<file path="config.mk">
export PLATFORM = sky130hd
export DESIGN_NAME = mmio_rgb_pwm
export DESIGN_NICKNAME = d
export VERILOG_FILES = /design/src/rtl/mmio_rgb_pwm.sv
export SDC_FILE = /design/constraint.sdc
export NUM_CORES = 1
export LEC_CHECK = 0
export BUFFER_PORTS_ARGS = -buffer_cell sky130_fd_sc_hd__buf_2
export CAP_MARGIN = 20
export CELL_PAD_IN_SITES_DETAIL_PLACEMENT = 1
export CELL_PAD_IN_SITES_GLOBAL_PLACEMENT = 2
export CORE_MARGIN = 1.5
export CORE_UTILIZATION = 36
export CTS_BUF_LIST = sky130_fd_sc_hd__clkbuf_8
export DETAILED_ROUTE_END_ITERATION = 10
export GPL_TIMING_DRIVEN = 0
export PLACE_DENSITY_LB_ADDON = 0.25
export SETUP_SLACK_MARGIN = 0.02
export SYNTH_ARGS = -nofsm -noshare
export SYNTH_HDL_FRONTEND = slang
export SYNTH_SLANG_ARGS = --single-unit
</file>
<file path="constraint.sdc">
create_clock -name clk -period 7.4 [get_ports clk]
set_clock_uncertainty 0.15 [all_clocks]
set_input_delay 0.74 -clock clk [delete_from_list [all_inputs] [get_ports clk]]
set_output_delay 0.74 -clock clk [all_outputs]
set_load 0.05 [all_outputs]
</file>
<file path="src/rtl/mmio_rgb_pwm.sv">
// mmio_rgb_pwm: data-bus responder driving the board LED and an RGB LED
// through three 8-bit PWM channels with period-aligned duty updates.
module mmio_rgb_pwm #(
    parameter logic [31:0] BASE_ADDR = 32'hFFFF_FF00,
    parameter int unsigned PRESCALE  = 16
) (
    input  logic        clk,
    input  logic        rst_n,
    input  logic        write_mem,
    input  logic [2:0]  funct3,
    input  logic [31:0] write_address,
    input  logic [31:0] write_data,
    input  logic [31:0] read_address,
    output logic [31:0] read_data,
    output logic        led,
    output logic        red,
    output logic        green,
    output logic        blue
);

    localparam logic [15:0] PRESC_MAX = 16'(PRESCALE - 1);

    localparam logic [2:0] IDX_CTRL = 3'd0;
    localparam logic [2:0] IDX_DR   = 3'd1;
    localparam logic [2:0] IDX_DG   = 3'd2;
    localparam logic [2:0] IDX_DB   = 3'd3;
    localparam logic [2:0] IDX_STAT = 3'd4;

    localparam logic [2:0] F3_B  = 3'b000;
    localparam logic [2:0] F3_H  = 3'b001;
    localparam logic [2:0] F3_W  = 3'b010;
    localparam logic [2:0] F3_BU = 3'b100;
    localparam logic [2:0] F3_HU = 3'b101;

    logic [1:0]  r_ctrl;
    logic [7:0]  r_duty_r;
    logic [7:0]  r_duty_g;
    logic [7:0]  r_duty_b;
    logic [7:0]  r_shadow_r;
    logic [7:0]  r_shadow_g;
    logic [7:0]  r_shadow_b;
    logic        r_pending;
    logic [15:0] r_presc;
    logic [7:0]  r_pwm_cnt;
    logic [31:0] r_read_data;
    logic        r_red;
    logic        r_green;
    logic        r_blue;

    logic        w_wr_hit;
    logic        w_wr_legal;
    logic        w_wr_ok;
    logic        w_lane0;
    logic [2:0]  w_wr_idx;
    logic [1:0]  w_wr_off;
    logic        w_we_ctrl;
    logic        w_we_dr;
    logic        w_we_dg;
    logic        w_we_db;
    logic        w_duty_wr;
    logic [1:0]  w_ctrl_nxt;
    logic [7:0]  w_dr_nxt;
    logic [7:0]  w_dg_nxt;
    logic [7:0]  w_db_nxt;

    logic        w_rd_hit;
    logic [2:0]  w_rd_idx;
    logic [1:0]  w_rd_off;
    logic [31:0] w_rword;
    logic [31:0] w_rsh;
    logic [31:0] w_rdata;

    logic        w_en;
    logic        w_step;
    logic        w_wrap;
    logic        w_en_rise;
    logic        w_reload;
    logic        w_unused;

    assign w_wr_hit = (write_address[31:5] == BASE_ADDR[31:5]);
    assign w_wr_idx = write_address[4:2];
    assign w_wr_off = write_address[1:0];

    always_comb begin
        w_wr_legal = 1'b0;
        case (funct3)
            F3_B:    w_wr_legal = 1'b1;
            F3_H:    w_wr_legal = ~w_wr_off[0];
            F3_W:    w_wr_legal = (w_wr_off == 2'b00);
            default: w_wr_legal = 1'b0;
        endcase
    end

    assign w_wr_ok   = write_mem && w_wr_hit && w_wr_legal;
    // All writable fields live in byte lane 0; upper lanes are accepted but dropped.
    assign w_lane0   = (w_wr_off == 2'b00);
    assign w_we_ctrl = w_wr_ok && (w_wr_idx == IDX_CTRL);
    assign w_we_dr   = w_wr_ok && (w_wr_idx == IDX_DR);
    assign w_we_dg   = w_wr_ok && (w_wr_idx == IDX_DG);
    assign w_we_db   = w_wr_ok && (w_wr_idx == IDX_DB);
    assign w_duty_wr = w_we_dr || w_we_dg || w_we_db;

    assign w_ctrl_nxt = (w_we_ctrl && w_lane0) ? write_data[1:0] : r_ctrl;
    assign w_dr_nxt   = (w_we_dr && w_lane0) ? write_data[7:0] : r_duty_r;
    assign w_dg_nxt   = (w_we_dg && w_lane0) ? write_data[7:0] : r_duty_g;
    assign w_db_nxt   = (w_we_db && w_lane0) ? write_data[7:0] : r_duty_b;

    assign w_rd_hit = (read_address[31:5] == BASE_ADDR[31:5]);
    assign w_rd_idx = read_address[4:2];
    assign w_rd_off = read_address[1:0];

    always_comb begin
        w_rword = '0;
        if (w_rd_hit) begin
            case (w_rd_idx)
                IDX_CTRL: w_rword = {30'd0, r_ctrl};
                IDX_DR:   w_rword = {24'd0, r_duty_r};
                IDX_DG:   w_rword = {24'd0, r_duty_g};
                IDX_DB:   w_rword = {24'd0, r_duty_b};
                IDX_STAT: w_rword = {23'd0, r_pending, r_pwm_cnt};
                default:  w_rword = '0;
            endcase
        end
    end

    assign w_rsh = w_rword >> {w_rd_off, 3'b000};

    always_comb begin
        w_rdata = '0;
        case (funct3)
            F3_B: w_rdata = {{24{w_rsh[7]}}, w_rsh[7:0]};
            F3_H: begin
                if (!w_rd_off[0]) w_rdata = {{16{w_rsh[15]}}, w_rsh[15:0]};
            end
            F3_W: begin
                if (w_rd_off == 2'b00) w_rdata = w_rword;
            end
            F3_BU: w_rdata = {24'd0, w_rsh[7:0]};
            F3_HU: begin
                if (!w_rd_off[0]) w_rdata = {16'd0, w_rsh[15:0]};
            end
            default: w_rdata = '0;
        endcase
    end

    assign w_en      = r_ctrl[0];
    assign w_step    = w_en && (r_presc == PRESC_MAX);
    assign w_wrap    = w_step && (r_pwm_cnt == 8'hFF);
    assign w_en_rise = !w_en && w_ctrl_nxt[0];
    // Shadows track the newest duty, including one written on this very edge.
    assign w_reload  = w_wrap || w_en_rise;

    always_ff @(posedge clk or negedge rst_n) begin
        if (!rst_n) begin
            r_ctrl      <= '0;
            r_duty_r    <= '0;
            r_duty_g    <= '0;
            r_duty_b    <= '0;
            r_read_data <= '0;
        end else begin
            r_ctrl      <= w_ctrl_nxt;
            r_duty_r    <= w_dr_nxt;
            r_duty_g    <= w_dg_nxt;
            r_duty_b    <= w_db_nxt;
            r_read_data <= w_rdata;
        end
    end

    always_ff @(posedge clk or negedge rst_n) begin
        if (!rst_n) begin
            r_presc   <= '0;
            r_pwm_cnt <= '0;
        end else if (!w_en) begin
            r_presc   <= '0;
            r_pwm_cnt <= '0;
        end else if (w_step) begin
            r_presc   <= '0;
            r_pwm_cnt <= r_pwm_cnt + 8'd1;
        end else begin
            r_presc   <= r_presc + 16'd1;
        end
    end

    always_ff @(posedge clk or negedge rst_n) begin
        if (!rst_n) begin
            r_shadow_r <= '0;
            r_shadow_g <= '0;
            r_shadow_b <= '0;
            r_pending  <= 1'b0;
        end else if (w_reload) begin
            r_shadow_r <= w_dr_nxt;
            r_shadow_g <= w_dg_nxt;
            r_shadow_b <= w_db_nxt;
            r_pending  <= 1'b0;
        end else if (w_duty_wr) begin
            r_pending  <= 1'b1;
        end
    end

    always_ff @(posedge clk or negedge rst_n) begin
        if (!rst_n) begin
            r_red   <= 1'b1;
            r_green <= 1'b1;
            r_blue  <= 1'b1;
        end else begin
            r_red   <= ~(w_en && (r_pwm_cnt < r_shadow_r));
            r_green <= ~(w_en && (r_pwm_cnt < r_shadow_g));
            r_blue  <= ~(w_en && (r_pwm_cnt < r_shadow_b));
        end
    end

    assign read_data = r_read_data;
    assign led       = r_ctrl[1];
    assign red       = r_red;
    assign green     = r_green;
    assign blue      = r_blue;

    assign w_unused = ^{write_data[31:8], w_rsh[31:16]};

endmodule
</file>
==> summary.md <==
| Metric | Value |
|---|---|
| Hpwl dp | `9250 um` |
| DR top layer | `met4` |
| Final setup viols | `0` |
| Worst-Skew Late Latency | `0.38 ns` |
| Max_slew headroom | `32.6%` |
| Chip width | `118 um` |
| Clock slew at reported path FFs | `0.09 ns` |
| Cell area after layout | `5750 um^2` |
| Cell internal pwr | `0.668 mW` |
| CTS Buffer Depth | `2` |
| Fraction of registers with async set/reset | `100%` |
| Crit path cell chain | `buf_2 -> nand4b_1 -> nor4_2 -> nand4_2 -> nor3_2 -> mux2_2 -> mux2_2` |
| Setup bufs post-CTS | `0` |
| Tot GR Track Use | `18.5%` |
| Number of I/O port buffers | `113` |
| DR DRC count | `0` |
| Share of power burned in registers | `54.8%` |
| Die height | `118 um` |
| CP max stage delay | `0.60 ns` |
| Setup TNS | `0 ns` |
| Vias/cell | `4.93` |
| Yosys top cell by area | `dfrtp_1` |
| CTS tree | `built` |
| Sequential element share of the synthesized area | `46.5%` |
| H-tree Lvls | `3` |
| Post-synthesis register bit count | `88` |
| Placer Congestion | `0.790` |
| Cts hold-fix bufs | `0` |
| Proportion of power drawn by the clock network | `39.7%` |
| Final net count | `676` |
| Detail Route Antenna Nets | `0` |
| Hold crit path type | `in2async` |
| FF-to-FF setup slack | `4.65 ns` |
| Required @ worst endpoint | `7.52 ns` |
| Worst-margin pin slew | `1.00 ns` |
| Worst setup path end | `r_shadow_r[4]` |
| Clock Root Buffer | `clkbuf_8` |
| Cells after Synth | `426` |
| Largest net degree at the start of global routing | `49` |
| RSZ-0062 raised after global routing | `no` |
| Psw | `0.208 mW` |
| Starting Density | `37.3%` |
| Switching Share | `23.7%` |
| Area contributors post-synth | `dfrtp_1 (45%), mux2_2 (9.3%), ha_1 (6.1%)` |
| Global-route wire length before repair | `20400 um` |
| Slew Viols, Final | `0` |
| Initial DRC Count | `68` |
| Post-Route WL | `11800 um` |
| Max Fclk | `357 MHz` |
| Die ar. | `13900 um^2` |
| Clock Sink Count | `88` |
| Metal-1 WL | `5340 um` |
| Crit path launch type | `input pin` |
| Num rows | `41` |
| Dpl cell area | `5550 um^2` |
| WL met3 | `537 um` |
| Placed cells | `712` |
| Final Hold Viols | `0` |
| Fin crit share | `37.9%` |
| Number of global-route vias before repair | `4036` |
| CTS Buf Count | `9` |
| Reg2reg path depth | `9` |
| Syn_nets | `551` |
| Total gr overflow | `0` |
| Resize count post-CTS | `0` |
| Core Area | `12700 um^2` |
| WL/cell | `16.2 um` |
| DR vias | `3592` |
| Layout area overhead | `21.4%` |
| Combinational fraction of design power | `5.5%` |
| Slowest cell on crit path | `nor3_2` |
| Leak | `2.93 nW` |
| Diodes inserted | `0` |
| Tmin final | `2.80 ns` |
| Ys Warns | `0` |
| CP most frequent cell | `mux2_2` |
| Setup crit end kind | `flop` |
| Crit path launch | `write_address[4]` |
| Status | `completed` |
| Worst Path Arrival | `2.92 ns` |
| Max_cap viols | `0` |
| Yosys top cell area share | `44.9%` |
| Power Density | `152 nW/um^2` |
| Non-Filler Instances | `728` |
| Critical Path Fanout Max | `8` |
| RR Startpoint | `r_presc[12]` |
| Met2 WL | `5760 um` |
| Distinct cells, synth | `46` |
| Reg2reg end | `r_shadow_g[1]` |
| Antenna violations before repair | `0` |
| Number of flops mapped to enable cells by yosys | `0` |
| Max IR drop VDD | `0.000155 V` |
| Post-synthesis instance area | `4740 um^2` |
| First-pass iteration count of the detailed router | `4` |
| Crit Path Class | `in2reg` |
| Avg Cell Area, Syn | `11.1 um^2` |
| Ports | `138` |
| Layout cell share with drive strength beyond 1 | `41.5%` |
| Post-synth top flop | `dfrtp_1` |
-- Yosys cell counts (4+ instances only) --
library cell  instances
inv_1                27
nor3_1                7
buf_4                23
nand4_1              13
nand2b_1              7
or2_2                 4
ha_1                 23
nand4b_1              4
and3_1                6
nand2_1              14
xor2_1               12
o21ai_0              13
nand3_1               7
xnor2_1               8
a22oi_1               7
nor4_1                5
dfrtp_1              85
mux2_2               39
a21oi_1              18
nor2b_1               5
mux2_4               16
nor2_1               43
-- layout make-up --
cell class                 instances  area [um^2]
tap                              172          215
timing repair buffer             114          596
clock inverter                     6         66.3
buffer                            33          235
fill                            1482         6970
inverter                          27          101
sequential                        88         2210
clock buffer                      10          138
multi-input combinational        278         2200
-- per-stage QoR --
stage	power (mW)	setup slack, ns	util, %	hold slack [ns]
final	0.876	4.60	45.2	0.198
after global routing	0.916	4.42	45.2	0.237
after CTS	0.891	4.56	45.2	0.208
after detailed placement	0.539	4.15	43.6	0.349
after global placement	0.536	4.19	43.4	0.329
after floorplan	0.501	4.65	-	0.294
-- worst min path at each step --
stage	from	to	slack (ns)	cells after the start
6_report	rst_n	r_presc[7]	0.20	1
5_1_grt	rst_n	r_pwm_cnt[5]	0.24	1
4_1_cts	rst_n	r_pwm_cnt[4]	0.21	1
3_5_place_dp	r_shadow_r[5]	r_shadow_r[5]	0.35	1
3_3_place_gp	r_presc[0]	r_presc[0]	0.33	1
2_1_floorplan	rst_n	r_ctrl[0]	0.29	0
-- sequential cells by signal, summed over array words and instances, names as in the netlist, 2 cells and up --
| register | cells |
|---|---|
| r_presc | 16 |
| read_data | 10 |
| r_duty_b | 8 |
| r_duty_g | 8 |
| r_duty_r | 8 |
| r_pwm_cnt | 8 |
| r_shadow_b | 8 |
| r_shadow_g | 8 |
| r_shadow_r | 8 |
| r_ctrl | 2 |
-- cells by family after synthesis --
| group | count (synthesis) | synth area share [%] |
|---|---|---|
| AOI/OAI and AO/OA | 47 | 5.86 |
| xor gates and xnor gates | 20 | 3.70 |
| adders and majority gates | 23 | 6.07 |
| buffers and inverters | 60 | 7.10 |
| DFF | 88 | 46.5 |
| muxes | 58 | 15.2 |
| and+or+nand+nor | 130 | 15.5 |
-- per-layer routing --
| layer | up-vias | GRT usage (%) |
|---|---|---|
| met3 | 13 | 4.46 |
| met5 | - | 0 |
| met4 | 0 | 5.41 |
| met2 | 86 | 31.7 |
| li1 | 1712 | - |
| met1 | 1781 | 23.0 |
-- critical path: cells and delay by family --
| kind | cells | cell delay (ns) |
|---|---|---|
| buf+inv | 1 | 0.09 |
| mux | 2 | 0.71 |
| simple gates | 4 | 1.36 |
-- power by group through the flow --
stage	clock (mW)	combinational, mW	sequential (mW)
2_1_floorplan	0	0.0106	0.490
3_3_place_gp	0	0.0457	0.490
3_5_place_dp	0	0.0493	0.490
4_1_cts	0.361	0.0495	0.481
5_1_grt	0.381	0.0545	0.481
6_report	0.348	0.0481	0.480
-- cells in the final DEF, fill, tap and decap left out, drive strengths merged --
cell type	n
or4b	1
nand2	14
buf	144
o21a	1
ha	23
o31ai	1
nor2	43
inv	28
dfstp	3
nand4	14
xor2	12
mux2i	2
or3	2
o22ai	1
nand4b	5
nor3	10
and4	3
nand3	7
or2	5
nand2b	7
nor2b	5
mux2	55
a31o	1
nor4	7
o21ai	13
nand3b	1
a21o	4
o2111ai	1
dfrtp	85
clkinv	4
xnor2	8
clkbuf	13
a21oi	18
and3	6
a22oi	7
bufinv	1
mux4	1
No activity file was read; power rests on OpenSTA's default activity.
